==> src/rtl/nn_pkg.sv <==
// Shared MLP topology, derived address widths and sequencer types.
package nn_pkg;

    localparam int unsigned NUM_LAYERS      = 5;
    localparam int unsigned MAX_LAYER_DEPTH = 16;
    localparam int unsigned NEURONS_PER_LAYER [NUM_LAYERS] = '{1, 15, 15, 15, 2};

    function automatic int unsigned calc_num_weights();
        int unsigned acc;
        acc = 0;
        for (int unsigned l = 1; l < NUM_LAYERS; l++)
            acc += NEURONS_PER_LAYER[l-1] * NEURONS_PER_LAYER[l];
        return acc;
    endfunction

    function automatic int unsigned calc_num_biases();
        int unsigned acc;
        acc = 0;
        for (int unsigned l = 1; l < NUM_LAYERS; l++)
            acc += NEURONS_PER_LAYER[l];
        return acc;
    endfunction

    localparam int unsigned NUM_WEIGHTS = calc_num_weights();
    localparam int unsigned NUM_BIASES  = calc_num_biases();
    localparam int unsigned W_ADDR_W    = $clog2(NUM_WEIGHTS);
    localparam int unsigned B_ADDR_W    = $clog2(NUM_BIASES);
    localparam int unsigned A_ADDR_W    = $clog2(MAX_LAYER_DEPTH);
    localparam int unsigned CNT_W       = A_ADDR_W + 1;
    localparam int unsigned LAYER_W     = 3;

    // Cycles from the accepting edge to the done cycle for a given memory latency.
    function automatic int unsigned seq_cycles(input int unsigned mem_latency);
        return NUM_WEIGHTS + NUM_BIASES + (NUM_LAYERS - 1) * (mem_latency + 1) + 1;
    endfunction

    localparam int unsigned TOTAL_SEQ_CYCLES = seq_cycles(1);

    typedef enum logic [1:0] {
        IDLE,
        ISSUE,
        DRAIN,
        DONE
    } seq_state_t;

    typedef struct packed {
        logic                mac_clr;
        logic                mac_en;
        logic                bias_en;
        logic                relu_en;
        logic [A_ADDR_W-1:0] act_wr_addr;
        logic                act_wr_bank;
    } strobe_t;

    function automatic logic [CNT_W-1:0] layer_size(input logic [LAYER_W-1:0] l);
        logic [CNT_W-1:0] r;
        r = '0;
        for (int unsigned k = 0; k < NUM_LAYERS; k++)
            if (LAYER_W'(k) == l) r = CNT_W'(NEURONS_PER_LAYER[k]);
        return r;
    endfunction

endpackage

==> src/rtl/nn_layer_sequencer_if.sv <==
// Host start/done handshake plus ROM/activation/MAC control bus of the sequencer.
interface nn_layer_sequencer_if;
    import nn_pkg::*;

    logic                start;
    logic                abort;
    logic                busy;
    logic                done;
    logic [W_ADDR_W-1:0] w_addr;
    logic [B_ADDR_W-1:0] b_addr;
    logic [A_ADDR_W-1:0] act_rd_addr;
    logic                act_rd_bank;
    logic [A_ADDR_W-1:0] act_wr_addr;
    logic                act_wr_bank;
    logic                mac_clr;
    logic                mac_en;
    logic                bias_en;
    logic                relu_en;
    logic [2:0]          layer_idx;

    modport master (
        output start, abort,
        input  busy, done, w_addr, b_addr, act_rd_addr, act_rd_bank,
               act_wr_addr, act_wr_bank, mac_clr, mac_en, bias_en, relu_en, layer_idx
    );

    modport slave (
        input  start, abort,
        output busy, done, w_addr, b_addr, act_rd_addr, act_rd_bank,
               act_wr_addr, act_wr_bank, mac_clr, mac_en, bias_en, relu_en, layer_idx
    );

endinterface

==> src/rtl/nn_strobe_delay.sv <==
// Fixed-depth delay pipe aligning datapath strobes with memory read data.
module nn_strobe_delay
    import nn_pkg::*;
#(
    parameter int unsigned DEPTH = 1
) (
    input  logic    clk,
    input  logic    rst_n,
    input  logic    flush,
    input  strobe_t din,
    output strobe_t dout
);

    strobe_t [DEPTH-1:0] pipe;

    always_ff @(posedge clk or negedge rst_n) begin
        if (!rst_n) begin
            pipe <= '0;
        end else if (flush) begin
            pipe <= '0;
        end else begin
            pipe[0] <= din;
            for (int unsigned k = 1; k < DEPTH; k++)
                pipe[k] <= pipe[k-1];
        end
    end

    assign dout = pipe[DEPTH-1];

endmodule

==> src/rtl/nn_layer_sequencer.sv <==
// Layer/neuron/input walker driving ROM and activation addresses and delayed MAC strobes.
module nn_layer_sequencer
    import nn_pkg::*;
#(
    parameter int unsigned MEM_LATENCY = 1
) (
    input logic                clk,
    input logic                rst_n,
    nn_layer_sequencer_if.slave bus
);

    localparam int unsigned DRAIN_W = 3;

    seq_state_t          state, state_d;
    logic [LAYER_W-1:0]  layer, layer_d;
    logic [A_ADDR_W-1:0] n, n_d;
    logic [A_ADDR_W-1:0] i, i_d;
    logic [W_ADDR_W-1:0] w_addr, w_addr_d;
    logic [B_ADDR_W-1:0] b_addr, b_addr_d;
    logic [DRAIN_W-1:0]  drain, drain_d;
    logic                rd_bank, rd_bank_d;
    logic                busy, busy_d;
    logic                done, done_d;
    logic [CNT_W-1:0]    n_in, n_out;
    logic                is_bias, last_neuron, last_layer;
    strobe_t             raw, dly;

    assign n_in        = layer_size(layer - LAYER_W'(1));
    assign n_out       = layer_size(layer);
    assign is_bias     = (CNT_W'(i) == n_in);
    assign last_neuron = (CNT_W'(n) == n_out - CNT_W'(1));
    assign last_layer  = (layer == LAYER_W'(NUM_LAYERS - 1));

    always_ff @(posedge clk or negedge rst_n) begin
        if (!rst_n) begin
            state   <= IDLE;
            layer   <= '0;
            n       <= '0;
            i       <= '0;
            w_addr  <= '0;
            b_addr  <= '0;
            drain   <= '0;
            rd_bank <= 1'b0;
            busy    <= 1'b0;
            done    <= 1'b0;
        end else begin
            state   <= state_d;
            layer   <= layer_d;
            n       <= n_d;
            i       <= i_d;
            w_addr  <= w_addr_d;
            b_addr  <= b_addr_d;
            drain   <= drain_d;
            rd_bank <= rd_bank_d;
            busy    <= busy_d;
            done    <= done_d;
        end
    end

    // One MAC per input, then one bias/writeback cycle per neuron; drain between layers.
    always_comb begin
        state_d   = state;
        layer_d   = layer;
        n_d       = n;
        i_d       = i;
        w_addr_d  = w_addr;
        b_addr_d  = b_addr;
        drain_d   = drain;
        rd_bank_d = rd_bank;
        raw       = '0;

        if (bus.abort) begin
            state_d = IDLE;
        end else begin
            case (state)
                IDLE: begin
                    if (bus.start) begin
                        state_d   = ISSUE;
                        layer_d   = LAYER_W'(1);
                        n_d       = '0;
                        i_d       = '0;
                        w_addr_d  = '0;
                        b_addr_d  = '0;
                        rd_bank_d = 1'b0;
                    end
                end
                ISSUE: begin
                    if (!is_bias) begin
                        raw.mac_en  = 1'b1;
                        raw.mac_clr = (i == '0);
                        w_addr_d    = w_addr + W_ADDR_W'(1);
                        i_d         = i + A_ADDR_W'(1);
                    end else begin
                        raw.bias_en     = 1'b1;
                        raw.relu_en     = !last_layer;
                        raw.act_wr_addr = n;
                        raw.act_wr_bank = ~rd_bank;
                        b_addr_d        = b_addr + B_ADDR_W'(1);
                        i_d             = '0;
                        if (last_neuron) begin
                            state_d = DRAIN;
                            drain_d = '0;
                            n_d     = '0;
                        end else begin
                            n_d = n + A_ADDR_W'(1);
                        end
                    end
                end
                DRAIN: begin
                    // Hold off the next layer until the last writeback has landed.
                    if (drain == DRAIN_W'(MEM_LATENCY)) begin
                        if (last_layer) begin
                            state_d = DONE;
                        end else begin
                            state_d   = ISSUE;
                            layer_d   = layer + LAYER_W'(1);
                            rd_bank_d = ~rd_bank;
                        end
                    end else begin
                        drain_d = drain + DRAIN_W'(1);
                    end
                end
                DONE: begin
                    state_d = IDLE;
                end
                default: begin
                    state_d = IDLE;
                end
            endcase
        end

        busy_d = (state_d != IDLE);
        done_d = (state_d == DONE);
    end

    nn_strobe_delay #(
        .DEPTH (MEM_LATENCY)
    ) u_strobe_delay (
        .clk   (clk),
        .rst_n (rst_n),
        .flush (bus.abort),
        .din   (raw),
        .dout  (dly)
    );

    assign bus.busy        = busy;
    assign bus.done        = done;
    assign bus.w_addr      = w_addr;
    assign bus.b_addr      = b_addr;
    assign bus.act_rd_addr = i;
    assign bus.act_rd_bank = rd_bank;
    assign bus.act_wr_addr = dly.act_wr_addr;
    assign bus.act_wr_bank = dly.act_wr_bank;
    assign bus.mac_clr     = dly.mac_clr;
    assign bus.mac_en      = dly.mac_en;
    assign bus.bias_en     = dly.bias_en;
    assign bus.relu_en     = dly.relu_en;
    assign bus.layer_idx   = layer;

endmodule
==> src/flat_wrapper.sv <==
// flat-port wrapper written by rule: the top's interface ports become plain ports
module nn_layer_sequencer_flat import nn_pkg::*;
#(
    parameter int unsigned MEM_LATENCY = 1
)
  (clk, rst_n, bus_start, bus_abort, bus_busy, bus_done, bus_w_addr, bus_b_addr, bus_act_rd_addr, bus_act_rd_bank, bus_act_wr_addr, bus_act_wr_bank, bus_mac_clr, bus_mac_en, bus_bias_en, bus_relu_en, bus_layer_idx);
  nn_layer_sequencer_if bus_i ();
  input logic clk;
  input logic rst_n;
  input wire logic [$bits(bus_i.start)-1:0] bus_start;
  input wire logic [$bits(bus_i.abort)-1:0] bus_abort;
  output wire logic [$bits(bus_i.busy)-1:0] bus_busy;
  output wire logic [$bits(bus_i.done)-1:0] bus_done;
  output wire logic [$bits(bus_i.w_addr)-1:0] bus_w_addr;
  output wire logic [$bits(bus_i.b_addr)-1:0] bus_b_addr;
  output wire logic [$bits(bus_i.act_rd_addr)-1:0] bus_act_rd_addr;
  output wire logic [$bits(bus_i.act_rd_bank)-1:0] bus_act_rd_bank;
  output wire logic [$bits(bus_i.act_wr_addr)-1:0] bus_act_wr_addr;
  output wire logic [$bits(bus_i.act_wr_bank)-1:0] bus_act_wr_bank;
  output wire logic [$bits(bus_i.mac_clr)-1:0] bus_mac_clr;
  output wire logic [$bits(bus_i.mac_en)-1:0] bus_mac_en;
  output wire logic [$bits(bus_i.bias_en)-1:0] bus_bias_en;
  output wire logic [$bits(bus_i.relu_en)-1:0] bus_relu_en;
  output wire logic [$bits(bus_i.layer_idx)-1:0] bus_layer_idx;
  assign bus_i.start = bus_start;
  assign bus_i.abort = bus_abort;
  assign bus_busy = bus_i.busy;
  assign bus_done = bus_i.done;
  assign bus_w_addr = bus_i.w_addr;
  assign bus_b_addr = bus_i.b_addr;
  assign bus_act_rd_addr = bus_i.act_rd_addr;
  assign bus_act_rd_bank = bus_i.act_rd_bank;
  assign bus_act_wr_addr = bus_i.act_wr_addr;
  assign bus_act_wr_bank = bus_i.act_wr_bank;
  assign bus_mac_clr = bus_i.mac_clr;
  assign bus_mac_en = bus_i.mac_en;
  assign bus_bias_en = bus_i.bias_en;
  assign bus_relu_en = bus_i.relu_en;
  assign bus_layer_idx = bus_i.layer_idx;
  nn_layer_sequencer #(.MEM_LATENCY(MEM_LATENCY)) u_core (.clk(clk), .rst_n(rst_n), .bus(bus_i));
endmodule
==> config.mk <==
export PLATFORM = sky130hd
export DESIGN_NAME = nn_layer_sequencer_flat
export DESIGN_NICKNAME = d
export VERILOG_FILES = /design/src/rtl/nn_pkg.sv /design/src/rtl/nn_layer_sequencer_if.sv /design/src/rtl/nn_strobe_delay.sv /design/src/rtl/nn_layer_sequencer.sv /design/src/flat_wrapper.sv
export SDC_FILE = /design/constraint.sdc
export NUM_CORES = 1
export LEC_CHECK = 0
export CAP_MARGIN = 20
export CORE_ASPECT_RATIO = 0.7
export CORE_MARGIN = 5
export CORE_UTILIZATION = 25
export CTS_BUF_LIST = sky130_fd_sc_hd__clkbuf_4 sky130_fd_sc_hd__clkbuf_8 sky130_fd_sc_hd__clkbuf_16
export DETAILED_ROUTE_END_ITERATION = 8
export GPL_ROUTABILITY_DRIVEN = 1
export HOLD_SLACK_MARGIN = 0.02
export SYNTH_ARGS = -nofsm -noshare
export SYNTH_HDL_FRONTEND = slang
export SYNTH_SLANG_ARGS = --single-unit
==> constraint.sdc <==
create_clock -name clk -period 3.6 [get_ports clk]
set_input_delay 0.72 -clock clk [delete_from_list [all_inputs] [get_ports clk]]
set_output_delay 0.72 -clock clk [all_outputs]
set_load 0.1 [all_outputs]
==> impl_metrics.env <==
export IMPL_htreeDepth=2
export IMPL_final_core_util_pct=33.13
export IMPL_synth_edf_count=0
export IMPL_cts_made_buffers=5
export IMPL_vias=1983
export IMPL_via_per_inst=4.733
export IMPL_slew_violations=0
export IMPL_route_met3_wl_um=293
export IMPL_synth_top_flop_cell="dfrtp_1"
export IMPL_grt_pass1_wl_um=9639
export IMPL_worst_pin_slew_ns=0.9847
export IMPL_ios=38
export IMPL_clk_pin_slew_ns=0.06
export IMPL_setup_tns_ns=0
export IMPL_max_slew_margin_pct=34.15
export IMPL_tritoncts="yes"
export IMPL_cp_max_fo=7
export IMPL_ys_seq_elements=43
export IMPL_track_usage_pct=9.945
export IMPL_cts_hold_repair_buffers=0
export IMPL_hold_path_class="primary input to asynchronous set/reset pin"
export IMPL_drc_errors=0
export IMPL_numPlacedInstances=410
export IMPL_grt_pass1_vias=1951
export IMPL_wl_per_cell_um=13.62
export IMPL_gp_congestion=0.8161
export IMPL_wl_um=5705
export IMPL_powerDensity_nw_per_um2=505.7
export IMPL_cts_root_buf="clkbuf_16"
export IMPL_finalNetCount=314
export IMPL_dp_hpwl_um=4340
export IMPL_fillCellCount=930
export IMPL_syn_area_per_cell_sq_um=9.377
export IMPL_pre_cts_slack_ns=0.3868
export IMPL_required_ns=3.74
export IMPL_final_instance_count_excl_fill=419
export IMPL_die_area_sq_um=11650
export IMPL_synth_nets=275
export IMPL_start_kind="register"
export IMPL_synthCells=255
export IMPL_min_period_over_period_pct=88.87
export IMPL_syn_to_final_growth_pct=27.21
export IMPL_period_needed_ns=3.199
export IMPL_ant_nets=0
export IMPL_worstSkewPairLatency_ns=0.28
export IMPL_multi_input_area_sq_um=1222
export IMPL_maxCapViolations=0
export IMPL_arrival_ns=3.34
export IMPL_grt_start_max_net_pins=44
export IMPL_fmax_mhz=312.6
export IMPL_hold_slack_ns=0.3085
export IMPL_firstDrtPassIters=4
export IMPL_path_class="register to register"
export IMPL_ff_latch_area_sq_um=1076
export IMPL_setup_viol=0
export IMPL_chipHeight_um=91.82
export IMPL_initial_core_util_pct=26.05
export IMPL_placementRows=29
export IMPL_core_area_sq_um=9180
export IMPL_met1_length_um=2991
export IMPL_final_layout_size_suffix_gt1_share_pct=9.153
export IMPL_clk_path_buf_depth=2
export IMPL_rsz0062_at_grt="no"
export IMPL_cts_sinks=43
export IMPL_yosys_warnings=0
export IMPL_antenna_found_initial=0
export IMPL_async_flop_share_pct=100.0
export IMPL_top_layer="met4"
export IMPL_end_kind="register"
export IMPL_grt_ovfl_total=0
export IMPL_hold_viol=0
export IMPL_status="finished, final reports clean"
export IMPL_postCtsResizedCells=0
export IMPL_synth_cell_type_count=45
export IMPL_chipWidth_um=126.9
export IMPL_met2_length_um=2392
export IMPL_cts_setup_buffers=0
export IMPL_final_setup_worst_slack_ns=0.4006
export IMPL_netlist_area_sq_um=2391
export IMPL_irDropWorstVdd_mv=0.2438
export IMPL_drtIter0Drc=137
export IMPL_yosysSeqAreaShare_pct=45.00
export IMPL_antennaDiodeCount=0
export IMPL_fin_worst_skew_ns=0.004710
export IMPL_place_port_buffers=37
export IMPL_reg2regPathDepth=12
export IMPL_p_leak_nw=1.353
-- power breakdown --
group / switching, mW / leakage (nW) / internal [mW]
sequential: 0.0598 / 0.581 / 0.527
combinational: 0.384 / 0.702 / 0.124
clock: 0.180 / 0.0703 / 0.263
total: 0.624 / 1.35 / 0.914
-- kinds of logic after synthesis --
group	after synthesis	synth area share, %
xor+xnor	7	2.564
mux	1	0.4709
simple gates	100	22.97
buf+inv	24	4.134
compound gates	64	16.48
flops	43	45.00
fa+ha+maj	16	8.372
-- cell usage after synthesis (4+ instances only) --
library cell	instances	share of area, %
o21ai_0	21	4.4
nand4_1	7	1.8
a21oi_1	17	3.6
or3_1	10	2.6
a22o_1	5	1.8
and2_1	4	1.0
nand2b_1	4	1.0
nor2_1	11	1.7
nor3_1	7	1.5
clkbuf_1	6	0.94
inv_1	16	2.5
dfrtp_1	43	45
nand3_1	12	2.5
xnor2_1	4	1.5
ha_1	16	8.4
nand2_1	21	3.3
and3_1	8	2.1
a31oi_1	4	1.0
-- state kept, by name (all words and copies together), names as in the netlist --
signal	count
u_core.u_strobe_delay.dout	9
u_core.bus.b_addr	6
u_core.bus.layer_idx	3
u_core.n	4
u_core.state	2
u_core.bus.w_addr	9
u_core.bus.done	1
u_core.bus.busy	1
u_core.drain	3
u_core.bus.act_rd_bank	1
u_core.bus.act_rd_addr	4
-- stage by stage --
step	area [sq um]	total power [mW]
finish	3042	1.538
global placement	2877	1.102
global route	3042	1.630
floorplan	2391	0.9713
detailed placement	2877	1.105
CTS	3022	1.557
-- layout make-up --
class                           instances  area share [%]
Multi-Input combinational cell        188           40.19
Sequential cell                        43           35.38
Timing Repair Buffer                   40           12.59
Tap cell                              124           5.101
Clock buffer                            6           4.360
Inverter                               16           1.974
Clock inverter                          2          0.4114
-- metal layers --
| metal | up-vias | global-route usage [%] |
|---|---|---|
| li1 | 1009 | - |
| met3 | 2 | 3.252 |
| met4 | 0 | 1.339 |
| met5 | - | 0 |
| met2 | 35 | 15.14 |
| met1 | 937 | 14.13 |
-- cell usage in the layout, fill, tap and decap left out, types with 10 or more instances in the layout --
cell type	synthesis	final
clkdlybuf4s50_1	0	29
nor2_1	11	11
dfrtp_1	43	43
o21ai_0	21	21
nand2_1	21	21
nand3_1	12	12
inv_1	16	16
or3_1	10	10
a21oi_1	17	17
ha_1	16	16
-- final timing paths --
path,slack (ns),start,endpoint
min in group clk,0.52,u_core.bus.act_rd_bank,u_core.u_strobe_delay.dout[0]
max reg2reg,0.40,u_core.bus.layer_idx[1],u_core.bus.busy
min reg2reg,0.52,u_core.bus.act_rd_bank,u_core.u_strobe_delay.dout[0]
min,0.31,rst_n,u_core.bus.layer_idx[2]
max in group asynchronous,2.83,rst_n,u_core.bus.w_addr[7]
max,0.40,u_core.bus.layer_idx[1],u_core.bus.busy
-- worst max-delay path, cell delays in order, from the launching register on --
cell and delay, ns:
dfrtp_1 0.42, inv_1 0.14, ha_1 0.27, nor3_1 0.20, a21oi_1 0.06, nor2_1 0.16, ha_1 0.17, ha_1 0.23
xnor2_1 0.12, nor4_1 0.44, nand2_1 0.27, o31ai_1 0.47, nand2_1 0.11
Power figures use the tool's default switching activity.
